$ cat config.mk
export PLATFORM = sky130hd
export DESIGN_NAME = vdu_console
export DESIGN_NICKNAME = d
export VERILOG_FILES = /design/src/rtl/vdu_console.sv
export SDC_FILE = /design/constraint.sdc
export NUM_CORES = 1
export LEC_CHECK = 0
export BUFFER_PORTS_ARGS = -buffer_cell sky130_fd_sc_hd__buf_2
export CAP_MARGIN = 5
export CORE_MARGIN = 2
export CORE_UTILIZATION = 45
export DETAILED_ROUTE_END_ITERATION = 10
export GPL_TIMING_DRIVEN = 0
export PLACE_DENSITY = 0.71
export SLEW_MARGIN = 5
export SYNTH_ARGS = -nofsm -noshare
export SYNTH_HDL_FRONTEND = slang
export SYNTH_SLANG_ARGS = --single-unit
$ cat constraint.sdc
create_clock -name i_clk -period 4.7 [get_ports i_clk]
set_input_delay 0.94 -clock i_clk [delete_from_list [all_inputs] [get_ports i_clk]]
set_output_delay 0.94 -clock i_clk [all_outputs]
set_load 0.02 [all_outputs]
$ cat src/rtl/vdu_console.sv
// vdu_console: character-stream writer for the vdu text buffer.
//
// Accepts bytes over a valid/ready handshake and writes them to a
// COLS x ROWS character buffer starting at BASE_ADDR. It uses one RAM
// write port. CR, LF, BS and FF are interpreted as control codes. All
// other codes are printed at the cursor.
//
// Ports
//   i_clk          clock, rising edge
//   i_rst_n        asynchronous active-low reset
//   i_data         byte to process, sampled on acceptance
//   i_valid        i_data valid
//   o_ready        byte accepted on an edge where i_valid && o_ready
//   o_write_en     character RAM write strobe, one cycle per cell
//   o_write_addr   BASE_ADDR + row*COLS + col, modulo 2^16
//   o_write_data   character code to write
//   o_col, o_row   cursor position
//   o_busy         line or screen clear in progress
//
// state      | meaning
// -----------+----------------------------------------------------------
// S_IDLE     | ready for a byte; no write this cycle
// S_PUT      | single write at the cursor (printable char or BS blank)
// S_CLR_LINE | blanking columns 0..COLS-1 of the cursor row
// S_CLR_ALL  | blanking the whole buffer in ascending address order

module vdu_console #(
    parameter int unsigned COLS       = 40,
    parameter int unsigned ROWS       = 25,
    parameter int unsigned BASE_ADDR  = 0,
    parameter logic [7:0]  BLANK_CHAR = 8'h20,
    parameter bit          INIT_CLEAR = 1'b1
) (
    input  logic        i_clk,
    input  logic        i_rst_n,
    input  logic [7:0]  i_data,
    input  logic        i_valid,
    output logic        o_ready,
    output logic        o_write_en,
    output logic [15:0] o_write_addr,
    output logic [7:0]  o_write_data,
    output logic [15:0] o_col,
    output logic [15:0] o_row,
    output logic        o_busy
);

    localparam int unsigned TOTAL = COLS * ROWS;
    localparam int          CW    = $clog2(TOTAL + 1);

    localparam logic [7:0] CH_BS = 8'h08;
    localparam logic [7:0] CH_LF = 8'h0A;
    localparam logic [7:0] CH_FF = 8'h0C;
    localparam logic [7:0] CH_CR = 8'h0D;

    typedef enum logic [1:0] {
        S_IDLE,
        S_PUT,
        S_CLR_LINE,
        S_CLR_ALL
    } state_t;

    localparam state_t RESET_STATE = INIT_CLEAR ? S_CLR_ALL : S_IDLE;

    state_t         state_q, state_d;
    logic [CW-1:0]  cnt_q, cnt_d;
    logic           put_bs_q, put_bs_d;
    logic [15:0]    col_d, row_d, row_inc;
    logic           ready_d, we_d, busy_d;
    logic [15:0]    addr_d;
    logic [7:0]     data_d;

    function automatic logic [15:0] cell_addr(input logic [31:0] row, input logic [31:0] col);
        logic [31:0] a;
        a = BASE_ADDR + row * COLS + col;
        return a[15:0];
    endfunction

    always_ff @(posedge i_clk or negedge i_rst_n) begin
        if (!i_rst_n) begin
            state_q      <= RESET_STATE;
            cnt_q        <= '0;
            put_bs_q     <= 1'b0;
            o_col        <= '0;
            o_row        <= '0;
            o_ready      <= 1'b0;
            o_write_en   <= 1'b0;
            o_write_addr <= '0;
            o_write_data <= '0;
            o_busy       <= 1'b0;
        end else begin
            state_q      <= state_d;
            cnt_q        <= cnt_d;
            put_bs_q     <= put_bs_d;
            o_col        <= col_d;
            o_row        <= row_d;
            o_ready      <= ready_d;
            o_write_en   <= we_d;
            o_write_addr <= addr_d;
            o_write_data <= data_d;
            o_busy       <= busy_d;
        end
    end

    // Outputs are registered together with the state. The values computed
    // here describe the cycle that follows the edge. A write issued on
    // entry to a state is therefore visible during that state's first cycle.
    // cnt holds the index of the next cell to blank. Entry into a clear
    // writes cell 0 directly and sets cnt to 1. The clear ends on the edge
    // where cnt has reached its limit.
    always_comb begin
        state_d  = state_q;
        cnt_d    = cnt_q;
        put_bs_d = put_bs_q;
        col_d    = o_col;
        row_d    = o_row;
        ready_d  = 1'b0;
        we_d     = 1'b0;
        busy_d   = 1'b0;
        addr_d   = o_write_addr;
        data_d   = o_write_data;
        row_inc  = (o_row == 16'(ROWS - 1)) ? 16'd0 : o_row + 16'd1;

        case (state_q)
            S_IDLE: begin
                ready_d = 1'b1;
                if (i_valid && o_ready) begin
                    case (i_data)
                        CH_CR: begin
                            col_d = '0;
                        end
                        CH_LF: begin
                            col_d   = '0;
                            row_d   = row_inc;
                            state_d = S_CLR_LINE;
                            cnt_d   = CW'(1);
                            we_d    = 1'b1;
                            addr_d  = cell_addr(32'(row_inc), 32'd0);
                            data_d  = BLANK_CHAR;
                            ready_d = 1'b0;
                            busy_d  = 1'b1;
                        end
                        CH_BS: begin
                            if (o_col != 16'd0) begin
                                col_d    = o_col - 16'd1;
                                state_d  = S_PUT;
                                put_bs_d = 1'b1;
                                we_d     = 1'b1;
                                addr_d   = cell_addr(32'(o_row), 32'(o_col - 16'd1));
                                data_d   = BLANK_CHAR;
                                ready_d  = 1'b0;
                            end
                        end
                        CH_FF: begin
                            state_d = S_CLR_ALL;
                            cnt_d   = CW'(1);
                            we_d    = 1'b1;
                            addr_d  = cell_addr(32'd0, 32'd0);
                            data_d  = BLANK_CHAR;
                            ready_d = 1'b0;
                            busy_d  = 1'b1;
                        end
                        default: begin
                            state_d  = S_PUT;
                            put_bs_d = 1'b0;
                            we_d     = 1'b1;
                            addr_d   = cell_addr(32'(o_row), 32'(o_col));
                            data_d   = i_data;
                            ready_d  = 1'b0;
                        end
                    endcase
                end
            end

            S_PUT: begin
                if (put_bs_q) begin
                    state_d = S_IDLE;
                    ready_d = 1'b1;
                end else if (o_col < 16'(COLS - 1)) begin
                    col_d   = o_col + 16'd1;
                    state_d = S_IDLE;
                    ready_d = 1'b1;
                end else begin
                    // Last column: move to the next row and blank it
                    // before any more text can land there.
                    col_d   = '0;
                    row_d   = row_inc;
                    state_d = S_CLR_LINE;
                    cnt_d   = CW'(1);
                    we_d    = 1'b1;
                    addr_d  = cell_addr(32'(row_inc), 32'd0);
                    data_d  = BLANK_CHAR;
                    busy_d  = 1'b1;
                end
            end

            S_CLR_LINE: begin
                if (cnt_q < CW'(COLS)) begin
                    cnt_d  = cnt_q + CW'(1);
                    we_d   = 1'b1;
                    addr_d = cell_addr(32'(o_row), 32'(cnt_q));
                    data_d = BLANK_CHAR;
                    busy_d = 1'b1;
                end else begin
                    state_d = S_IDLE;
                    ready_d = 1'b1;
                end
            end

            S_CLR_ALL: begin
                if (cnt_q < CW'(TOTAL)) begin
                    cnt_d  = cnt_q + CW'(1);
                    we_d   = 1'b1;
                    addr_d = cell_addr(32'd0, 32'(cnt_q));
                    data_d = BLANK_CHAR;
                    busy_d = 1'b1;
                end else begin
                    col_d   = '0;
                    row_d   = '0;
                    state_d = S_IDLE;
                    ready_d = 1'b1;
                end
            end

            default: begin
                state_d = S_IDLE;
            end
        endcase
    end

endmodule
Word level (Yosys, flattened, before mapping)
Index checks and enable logic that the tools add are counted.
{"block": "totals", "out_inout_bits": 59, "register_bits": 72}
{"block": "op_classes", "n_mul": 2, "n_eq_ne": 21, "bitwise_logic": 1, "n_reduce_logical": 13, "n_mux": 65, "n_addsub": 8, "n_lt_le_gt_ge": 3}
{"operator": "16-bit 2-to-1 mux", "n": 16}
{"operator": "16-bit case mux with 4 select lines", "n": 2}
{"operator": "16-bit case mux with 3 select lines", "n": 2}
{"operator": "10-bit 2-to-1 mux", "n": 6}
{"operator": "8-bit 2-to-1 mux", "n": 6}
{"operator": "10-bit case mux with 4 select lines", "n": 1}
{"operator": "16-bit by 1-bit adder with 16-bit output, second input constant", "n": 2}
{"operator": "16-bit adder", "n": 2}
{"operator": "8-bit by 4-bit == test with 1-bit output, second input constant", "n": 4}
{"operator": "16-bit by 3-bit multiplier with 13-bit output, second input constant", "n": 2}
{"operator": "16-bit case mux with 2 select lines", "n": 1}
{"operator": "8-bit case mux with 4 select lines", "n": 1}
{"operator": "16-bit by 1-bit subtractor with 16-bit output, second input constant", "n": 2}
{"operator": "8-bit case mux with 3 select lines", "n": 1}
{"operator": "2-bit != test, second input constant", "n": 10}
{"operator": "6-bit AND reduction", "n": 3}
{"operator": "16-bit by 10-bit adder with 16-bit output", "n": 1}
{"operator": "16-bit by 5-bit == test with 1-bit output, second input constant", "n": 1}
{"operator": "16-bit by 6-bit less-than comparator with 1-bit output, second input constant", "n": 1}
{"operator": "2-bit case mux with 4 select lines", "n": 2}
{"operator": "16-bit nonzero test", "n": 1}
{"operator": "1-bit 2-to-1 mux", "n": 15}
{"operator": "2-bit 2-to-1 mux", "n": 6}
{"operator": "1-bit case mux with 4 select lines", "n": 3}
{"operator": "18 further kinds", "n": 22}

Depth between registers and ports, before layout
{"block": "depth", "depth_word": 6, "ltp_mapped": 19, "ltp_nobuf": 18}

Worst setup path before layout
OpenSTA, ideal clock, no wires.
{"block": "synth_timing", "path_kind": "register -> register", "startpoint": "reg o_row[5]", "endpoint": "reg o_write_addr[15]", "arrival_time_ns": 4.146, "setup_time_ns": 0.130, "setup_slack_ns": 0.424, "stages_incl_launch_ff": 18, "cell_sequence": "dfrtp_1 -> clkbuf_1 -> or4_1 -> nor4b_1 -> and3_1 -> clkbuf_1 -> nor2_1 -> ha_1 -> ha_1 -> a21oi_1 -> nor2_1 -> a2111oi_0 -> a21oi_1 -> a31oi_1 -> xnor2_1 -> a22o_1 -> a21oi_1 -> o211ai_1"}
{"block": "synth_via", "elab_chain_len": 6, "word_cells_on_any_way": 15, "cone_classes": "add/sub (4); mul (2); eq/ne (1); mux (8)"}
{"item": "start: declaration", "line_no": "43", "rtl": "output logic [15:0] o_row,"}
{"item": "start signal: assignment", "line_no": "95", "rtl": "o_row <= row_d;"}
{"item": "16-bit by 3-bit multiplier with 13-bit output (tied with other cells)", "line_no": "74", "rtl": "a = BASE_ADDR + row * COLS + col;"}
{"item": "16-bit adder or 16-bit 2-to-1 mux (tied branches)", "line_no": "74, 121"}
{"item": "16-bit 2-to-1 mux or 16-bit by 3-bit multiplier with 13-bit output (tied branches)", "line_no": "143, 74"}
{"item": "16-bit case mux with 4 select lines or 16-bit 2-to-1 mux (tied branches)", "line_no": "127, 178"}
{"item": "16-bit 2-to-1 mux, on equally long branches", "line_no": "126, 175"}
{"item": "16-bit case mux with 4 select lines (*)", "line_no": "123", "rtl": "case (state_q)"}
{"item": "end signal: assignment", "line_no": "98", "rtl": "o_write_addr <= addr_d;"}
{"item": "end: declaration", "line_no": "40", "rtl": "output logic [15:0] o_write_addr,"}
Every way passes the cells marked *; elsewhere a longest branch is shown, timed or not. The select of a mux whose other input is x is not followed.
A chain may end at the register's enable or synchronous reset.

Final worst setup path
{"block": "layout_timing", "startpoint": "reg o_row[1]", "endpoint": "reg o_write_addr[15]"}
Same word-level chain as after synthesis.

==> results.md <==
* Outcome: complete, no violations
* Leakage power at 3.99 nW
* Crit path kind: reg2reg
* Reg2reg path depth at 17
* CORE AREA at 15300 sq um
* Sw Share at 0.219
* Worst-Skew Late Latency at 0.35 ns
* Largest net degree at the start of global routing at 42
* Starting Density at 0.463
* Synth top area share at 0.248
* CTS buffer count at 9
* Final hold vios at 0
* Hold-fix buffers, CTS at 0
* CTS tree: yes
* Worst Path Arrival at 4.77 ns
* Main synth FF type: dfrtp_1
* Post-route antenna net violation count at 0
* RR Startpoint: o_row[1]
* ANT cells at 0
* Post-synth EDFFs at 0
* Drt initial violations at 668
* Crit Path Max Fanout at 9
* Drt first pass iters at 5
* Capturing point of the worst reg2reg path: o_write_addr[15]
* Critical Path Start Type: flip-flop
* Wire length per cell at 16.7 microns
* CP max stage cell: dfrtp_2
* Share of cells above drive strength 1 at 0.117
* Post-route insts no fill at 1177
* Placed cells at 1162
* Routed wire length at 19700 microns
* Max VDD drop at 0.168 mV
* Top-count cell post-synth: nand2_1
* Critical path's largest stage delay at 0.50 ns
* Buffers on Ports at 67
* Power per cell area at 165 nW/um^2
* Part of the power in the clock network at 0.509
* TritonCTS Sinks at 72
* Asr flop ratio synth at 1.00
* Pint at 0.00103 W
* Slew @ Worst Pin at 1.06 ns
* Mean Syn Cell Area at 8.00 sq um
* Setup violations, final at 0
* Die area at 16700 sq um
* WP data required at 4.96 ns
* #FFs+latches synth at 72
* Syn Nets at 990
* Fmax at 222 MHz
* Reg2Reg Setup Slack at 0.19 ns
* H-tree lvl count at 3
* Period Utilization, post-route at 0.960
* Cell Rows at 45
* Synth area leaders: dfrtp_1 25%, ha_1 16%, o21ai_0 5.9%
* Chip height at 129 microns
* Number of global-route vias before repair at 6283
* Layout area overhead at 13.4%
* Top cell by count, worst path: ha_1
* Die W at 129 microns
* Yosys top cell by area: dfrtp_1
* Post-synth top cells: 104 x nand2_1, 91 x ha_1, 83 x o21ai_0
* Synthesis Warnings at 0
* First-pass GRT wire length at 32100 microns
* DR DRC count at 0
* Register share of total power at 0.471
* Max_slew headroom at 0.288
* Final Power at 0.00132 W
* RSZ-0062 raised after global routing: true
* Final Critical Period at 4.51 ns
* HPWL after DPL at 15500 microns
* Hold Path Class: reg2reg
* Placer Congestion at 0.964
* Worst setup startpoint: o_row[1]
* Psw at 0.000289 W
* Pre-CTS setup slack at -0.335 ns
* Cells after synthesis at 883
* Worst Setup End Kind: flip-flop
* Via density at 5.69
* Antenna violations before repair at 0
* Vias at 6699
* Max clock buf depth at 2
* Final WS setup at 0.189 ns
* Crit-path cells: ha_1, ha_1, fa_1, a211oi_1, o21bai_1, a2111oi_1, nor3_1, xor2_2, inv_1, ha_1, inv_1, ha_1, a21oi_1, o21ai_0, xnor2_1, a21oi_1, o211ai_1
* Overall routing resource usage at 0.244
* GR Overflow Total at 0
* Maxcap violations at 0
* Netlist Area Pre-Place at 7060 sq um
* Clock root buffer: clkbuf_16
* Post-synthesis sequential area ratio at 0.255
* Crit path to: o_write_addr[15]
* Clock Skew at 0.0101 ns
* Gate power share at 0.021
* Ports at 70
* Reg clk slew, reported paths at 0.05 ns
* Final net count at 1068
* Yosys cell types at 74
* Slew Limit Fails at 0
registers in the layout, indices dropped and copies added, names as in the netlist:
register and flops:
o_write_data 8, o_busy 1, cnt_q 10, o_col 16, o_write_addr 16, state_q 2
put_bs_q 1, o_write_en 1, o_row 16, o_ready 1
repair_timing:
action,CTS,global route
pin swaps,0,1
setup buffers,0,0
resized for setup,4,8
gates cloned,0,0
setup endpoints to repair,4,5
cells in the final DEF, fill, tap and decap left out, types with 7 or more instances in the layout:
cell         n
o31ai_1     13
buf_2       72
nand3_1     31
o21bai_1     7
dfrtp_1     69
a31oi_1     10
a21o_1      15
inv_1       63
nand2_1    104
o21ai_0     83
xor2_1      18
clkbuf_16    9
nor2_1      74
clkbuf_1    28
nor3_1      26
nor2b_1      7
a21oi_1     36
and3_1      10
o211ai_1     7
o21a_1      10
ha_1        91
a22o_1       8
or3_1       13
nand2b_1    12
xnor2_1     34
routing by layer:
layer / GRT usage / routed length [microns] / vias up
met5: 0 / 0 / -
met4: 0.0799 / 416 / 0
met3: 0.0508 / 1440 / 31
met2: 0.385 / 8950 / 226
met1: 0.337 / 8890 / 3124
li1: - / - / 3318
cell type report:
cell class                      count  area, sq um
Buffer                             32          135
Tap cell                          211          264
Inverter                           65          244
Timing Repair Buffer               68          358
Fill cell                        1481         7250
Clock buffer                       16          282
Sequential cell                    72         1810
Multi-Input combinational cell    713         4920
power by group through the flow:
stage,sequential (W),clock (W),combinational [W]
6_report,0.000621,0.000670,0.0000273
3_5_place_dp,0.000632,0,0.0000279
4_1_cts,0.000620,0.000685,0.0000280
3_3_place_gp,0.000632,0,0.0000254
2_1_floorplan,0.000632,0,0.00000616
5_1_grt,0.000620,0.000709,0.0000308
worst min-delay path by stage:
stage,start,end,slack [ns],cells past startpoint
5_1_grt,o_write_data[7],o_write_data[7],0.50,2
6_report,o_write_data[2],o_write_data[2],0.46,2
3_5_place_dp,o_write_data[2],o_write_data[2],0.45,2
4_1_cts,o_write_data[2],o_write_data[2],0.46,2
3_3_place_gp,o_write_data[6],o_write_data[6],0.44,2
2_1_floorplan,cnt_q[1],cnt_q[1],0.50,2
logic make-up after synthesis:
| group | Yosys count | share of synthesized area |
|---|---|---|
| AND/OR/NAND/NOR | 308 | 0.205 |
| AO/OA/AOI/OAI | 245 | 0.225 |
| buffers and inverters | 98 | 0.0540 |
| adder cells (fa/ha/maj) | 96 | 0.175 |
| flip-flops | 72 | 0.255 |
| XOR/XNOR | 57 | 0.0747 |
| multiplexers | 7 | 0.0101 |
worst max-delay path, delay by kind of cell (launching register included):
family	cells	cell delay, ns
XOR/XNOR	2	0.50
flip-flops	1	0.50
AO/OA/AOI/OAI	7	1.41
buffers and inverters	2	0.20
adder cells (fa/ha/maj)	5	1.68
AND/OR/NAND/NOR	1	0.15
metrics by stage:
step,setup TNS [ns],utilization,hold slack (ns),instance area [sq um]
finish,0,0.525,0.457,8010
global placement,-0.487,0.502,0.444,7660
CTS,0,0.523,0.463,7980
global route,-0.211,0.525,0.499,8010
detailed placement,-0.545,0.504,0.450,7690
floorplan,0,-,0.497,7060
(Power assumes the default switching activity.)
